`config.mk`:
```
export PLATFORM = sky130hd
export DESIGN_NAME = uart_rx_fifo
export DESIGN_NICKNAME = d
export VERILOG_FILES = /design/src/rtl/uart_rx_fifo.sv
export SDC_FILE = /design/constraint.sdc
export NUM_CORES = 1
export LEC_CHECK = 0
export CAP_MARGIN = 40
export CORE_MARGIN = 3
export CORE_UTILIZATION = 58
export DETAILED_ROUTE_END_ITERATION = 7
export PLACE_DENSITY = 0.84
export SLEW_MARGIN = 25
export SYNTH_ARGS = -nofsm -noshare
export SYNTH_HDL_FRONTEND = slang
export SYNTH_SLANG_ARGS = --single-unit
```
`constraint.sdc`:
```
create_clock -name clk -period 3.7 [get_ports clk]
set_input_delay 0.74 -clock clk [delete_from_list [all_inputs] [get_ports clk]]
set_output_delay 0.74 -clock clk [all_outputs]
set_load 0.01 [all_outputs]
```
`src/rtl/uart_rx_fifo.sv`:
```
// Receive FIFO between a UART receiver and the CPU read port, first-word-fall-through.
// Define UART_RX_FIFO_OVF_EN to drop bytes when full (sticky overflow); otherwise full back-pressures.
module uart_rx_fifo #(
  parameter int DEPTH = 16
) (
  input  logic                       clk,
  input  logic                       reset,
  input  logic                       uart_valid,
  input  logic [7:0]                 uart_data,
  output logic                       uart_rd,
  input  logic                       cpu_rd,
  output logic [7:0]                 rd_data,
  output logic                       rx_valid,
  output logic [$clog2(DEPTH):0]     count,
  output logic                       overflow,
  input  logic                       ovf_clr
);

  localparam int AW = $clog2(DEPTH);
  localparam int CW = AW + 1;

  logic [7:0]    mem [DEPTH];
  logic [AW-1:0] head;
  logic [AW-1:0] tail;
  logic [CW-1:0] cnt;
  logic          full;
  logic          take;
  logic          push;
  logic          pop;

  // Receiver handshake: the receiver holds uart_valid/uart_data until it sees a
  // one-cycle uart_rd, then drops valid on the following cycle. uart_rd is never
  // issued on two consecutive cycles, so a single byte cannot be consumed twice.
  assign full     = (cnt == CW'(DEPTH));
  assign rx_valid = (cnt != '0);
  assign pop      = cpu_rd && rx_valid;

`ifdef UART_RX_FIFO_OVF_EN
  // A full FIFO still accepts the byte from the receiver, but only to throw it away.
  assign take = uart_valid && !uart_rd;
`else
  assign take = uart_valid && !uart_rd && !full;
`endif

  // Full is judged before any same-cycle pop, so a pop never makes room for a push.
  assign push = take && !full;

  always_ff @(posedge clk) begin
    if (reset) begin
      head    <= '0;
      tail    <= '0;
      cnt     <= '0;
      uart_rd <= 1'b0;
    end else begin
      uart_rd <= take;
      if (push) tail <= tail + AW'(1);
      if (pop)  head <= head + AW'(1);
      case ({push, pop})
        2'b10:   cnt <= cnt + CW'(1);
        2'b01:   cnt <= cnt - CW'(1);
        default: cnt <= cnt;
      endcase
    end
  end

  // Storage has no reset; only the pointers and occupancy define what is valid.
  always_ff @(posedge clk) begin
    if (push && !reset) mem[tail] <= uart_data;
  end

  assign rd_data = mem[head];
  assign count   = cnt;

`ifdef UART_RX_FIFO_OVF_EN
  logic ovf_q;

  // A new drop in the same cycle as ovf_clr keeps the flag set.
  always_ff @(posedge clk) begin
    if (reset)              ovf_q <= 1'b0;
    else if (take && full)  ovf_q <= 1'b1;
    else if (ovf_clr)       ovf_q <= 1'b0;
  end

  assign overflow = ovf_q;
`else
  logic unused_ovf_clr;

  assign unused_ovf_clr = ovf_clr;
  assign overflow       = 1'b0;
`endif

endmodule

```
==> impl_metrics.yaml, run 1 <==
yosys:
  synthCells: 310
  synth_cell_types: 42
  ys_ff_latch: 146
  avgSynthCellArea_um2: 18.90
  ys_seq_area_frac: 0.7176
  yosysWarnings: 0
  netlist_area_mm2: 0.005858
  syn_nets: 330
sta:
  setup_ws_ns: 0.1873
  hold_viol_final: 0
  worst_pin_slew_ns: 0.7837
  slew_violations: 0
  skew_ns: 0.004823
  min_period_over_period: 0.9494
  rsz0062_at_grt: "no"
  fin_tns_setup_ns: 0
  slew_headroom: 0.4756
  clock.fmax_ghz: 0.2847
  finalSetupViolCount: 0
  period_minus_slack_ns: 3.513
  whs_ns: 0.5105
critical_path:
  cp-start-kind: "flop"
  timing.critical_path.cells: "buf_12 > mux4_2 > mux4_2 > clkdlybuf4s50_1"
  crit_arrival_ns: 2.77
  crit_buf_inv: 2
  cpMaxStageDelayCell: "mux4_2"
  criticalPathCategory: "flop to primary output"
  cpPeakStageDelay_ns: 0.55
  critPathMostFrequentCell: "mux4_2"
  end_kind: "primary output"
  cp_top_family: "multiplexers"
  crit_required_ns: 2.96
  crit_fanout: 11
min_path:
  worstHoldPathType: "flop to flop"
layout:
  antenna_cells: 0
  fillers: 611
  areaGrowthSynthToFinish_pct: 19.07
  layout.nets: 375
  finish.utilization: 0.7104
  layout_commonest_cell: "edfxtp_1"
  final_cell_mix: "edfxtp_1 (128), mux4_2 (40), nor2_1 (33), clkdlybuf4s50_1 (26), dfxtp_1 (17)"
  layout-drive-gt1-share: 0.2473
routing:
  wl_per_cell_um: 22.70
  drcViolationCount: 0
  antenna_left: 0
  wirelength_um: 11380
  first_pass_iters: 6
  via_per_inst: 5.912
  drt_iter0_markers: 228
  vias: 2962
power_and_ir_drop:
  power.share.switching: 0.2472
  p_clk_frac: 0.383
  powerDensity_mw_per_mm2: 669.4
  switching_power_mw: 1.154
  intPower_mw: 3.515
  pwr-share-comb: 0.199
  power_leakage_nw: 2.260
  power_mw: 4.669
  ir_drop_mv: 0.4384
  p_seq_frac: 0.418
floorplanning:
  core.rowCount: 36
  io_pins: 29
  die-area_mm2: 0.01134
  core_area_mm2: 0.009819
  die_w_um: 106.5
  start_util: 0.5966
  die-height_um: 106.5
outcome:
  status: "finished clean"
grt:
  grt_pass1_vias: 3198
  grt_pass1_wl_um: 18040
  grt_max_degree: 33
  overflow: 0
  antenna_found_initial: 0
  grtUsageTotal: 0.2251
run:
  maxCapViolCount: 0
clock_tree:
  cts.htree.levels: 4
  numCtsBuffers: 17
  clock_sinks: 146
  worstSkewPairLatency_ns: 0.53
  cts_root_buf: "clkbuf_8"
  clk_pin_slew_ns: 0.06
  clk_path_buf_depth: 2
  cts_setup_buffers: 0
  cts_tree: "built"
placement:
  io_buffers: 26
  dp_hpwl_um: 7319
  place_ws_ns: 0.3862
  finalWeightedCongestion: 0.7453
## flip-flops by register name, indices dropped and copies added (netlist names), named ones only
name     cells
head         4
tail         4
count        5
uart_rd      1
mem        128
## timing repair
item / 4_1_cts / 5_1_grt
endpoints found under the setup margin: 0 / 8
gates resized for setup: 0 / 1
hold buffers: 0 / 0
## power by group through the flow
| stage | clock (mW) | sequential, mW | combinational, mW |
|---|---|---|---|
| after floorplan | 0 | 1.95 | 0.619 |
| after global placement | 0 | 1.98 | 0.895 |
| after detailed placement | 0 | 1.98 | 0.928 |
| after CTS | 1.81 | 1.95 | 0.942 |
| after global routing | 1.89 | 1.97 | 1.01 |
| final | 1.79 | 1.95 | 0.931 |
## routing by layer
| layer | share of wire | global-route usage | wire [um] | up-vias |
|---|---|---|---|---|
| li1 | - | - | - | 1327 |
| met1 | 0.39 | 0.2768 | 4439 | 1524 |
| met2 | 0.54 | 0.3842 | 6153 | 96 |
| met3 | 0.050 | 0.05464 | 568 | 15 |
| met4 | 0.019 | 0.09498 | 214 | 0 |
| met5 | 0 | 0 | 0 | - |
## worst register-to-register path, cell delays in order, from the launching register on
cell     delay [ns]
dfxtp_1        0.42
nor4_4         0.43
a21oi_2        0.11
inv_1          0.16
ha_1           0.21
xor2_1         0.20
ha_1           0.24
nor2b_1        0.14
a21oi_1        0.05
o21ai_0        0.24
a21oi_1        0.10
or3_1          0.37
## synthesized netlist by cell type, drive strengths merged
library cell  instances  area (um^2)
o31a                  1        8.760
o32ai                 1        8.760
or3                   4        25.02
and4                  1        8.760
dfxtp                18        360.4
nand2                 8        30.03
nand4b                1        8.760
a31oi                 1        6.260
o21ai                 3        15.01
nor2                 33        123.9
mux2i                 2        20.02
nand4                 2        12.51
nand3b                3        22.52
buf                  12        68.81
nand2b                6        37.54
xnor2                 2        17.52
and3b                 1        8.760
nand3                 1        5.000
o21a                  1        7.510
clkbuf                3        11.26
conb                  1        3.750
and3                  1        6.260
ha                    7        87.58
o22ai                 1        6.260
xor2                  7        61.31
mux4                 40        900.9
and4b                 1        10.01
nor4                  3        33.78
nor2b                 1        6.260
a21boi                2        15.02
nor3                  3        20.02
inv                   4        15.01
edfxtp              128         3844
a21oi                 6        33.78
nor3b                 1        7.510
## final timing paths
path / depth (start not counted) / slack [ns] / end / start
max: 4 / 0.19 / rd_data[3] / flop
min: 2 / 0.51 / tail[1] / tail[1]
max reg2reg: 11 / 0.93 / count[4] / count[1]
min reg2reg: 2 / 0.51 / tail[1] / tail[1]
## cells by family after synthesis
kind of cell	after synthesis	synth area share
compound gates	16	0.01730
xor+xnor	9	0.01346
fa+ha+maj	7	0.01495
buf+inv	19	0.01623
flops	146	0.7176
mux	42	0.1572
other cells	1	0.0006401
simple gates	70	0.06258
## per-stage QoR
stage,cell area (um^2),std cells
floorplan,5858,310
global placement,6344,469
detailed placement,6344,469
CTS,6973,501
global route,6975,501
finish,6975,501
## area by class of cell
| type | instances | area [um^2] | share of cell area |
|---|---|---|---|
| clock buffer | 17 | 414.1 | 0.05937 |
| inverter | 4 | 15.01 | 0.002152 |
| multi-input combinational | 145 | 1559 | 0.2235 |
| sequential | 146 | 4208 | 0.6032 |
| tap | 133 | 166.4 | 0.02386 |
| timing repair buffer | 41 | 397.9 | 0.05704 |
| clock inverter | 15 | 215.2 | 0.03085 |
Note: power is estimated with default switching activity, not from simulation.
==> run 2: changes to the inputs <==
CAP_MARGIN = 20   (was 40)
==> results of run 2 <==
Final layout, timing and power as in run 1 (identical DEF).
==> run 3: changes to the inputs <==
TNS_END_PERCENT = 50   (was default)
==> results of run 3 <==
Final layout, timing and power as in run 1 (identical DEF).
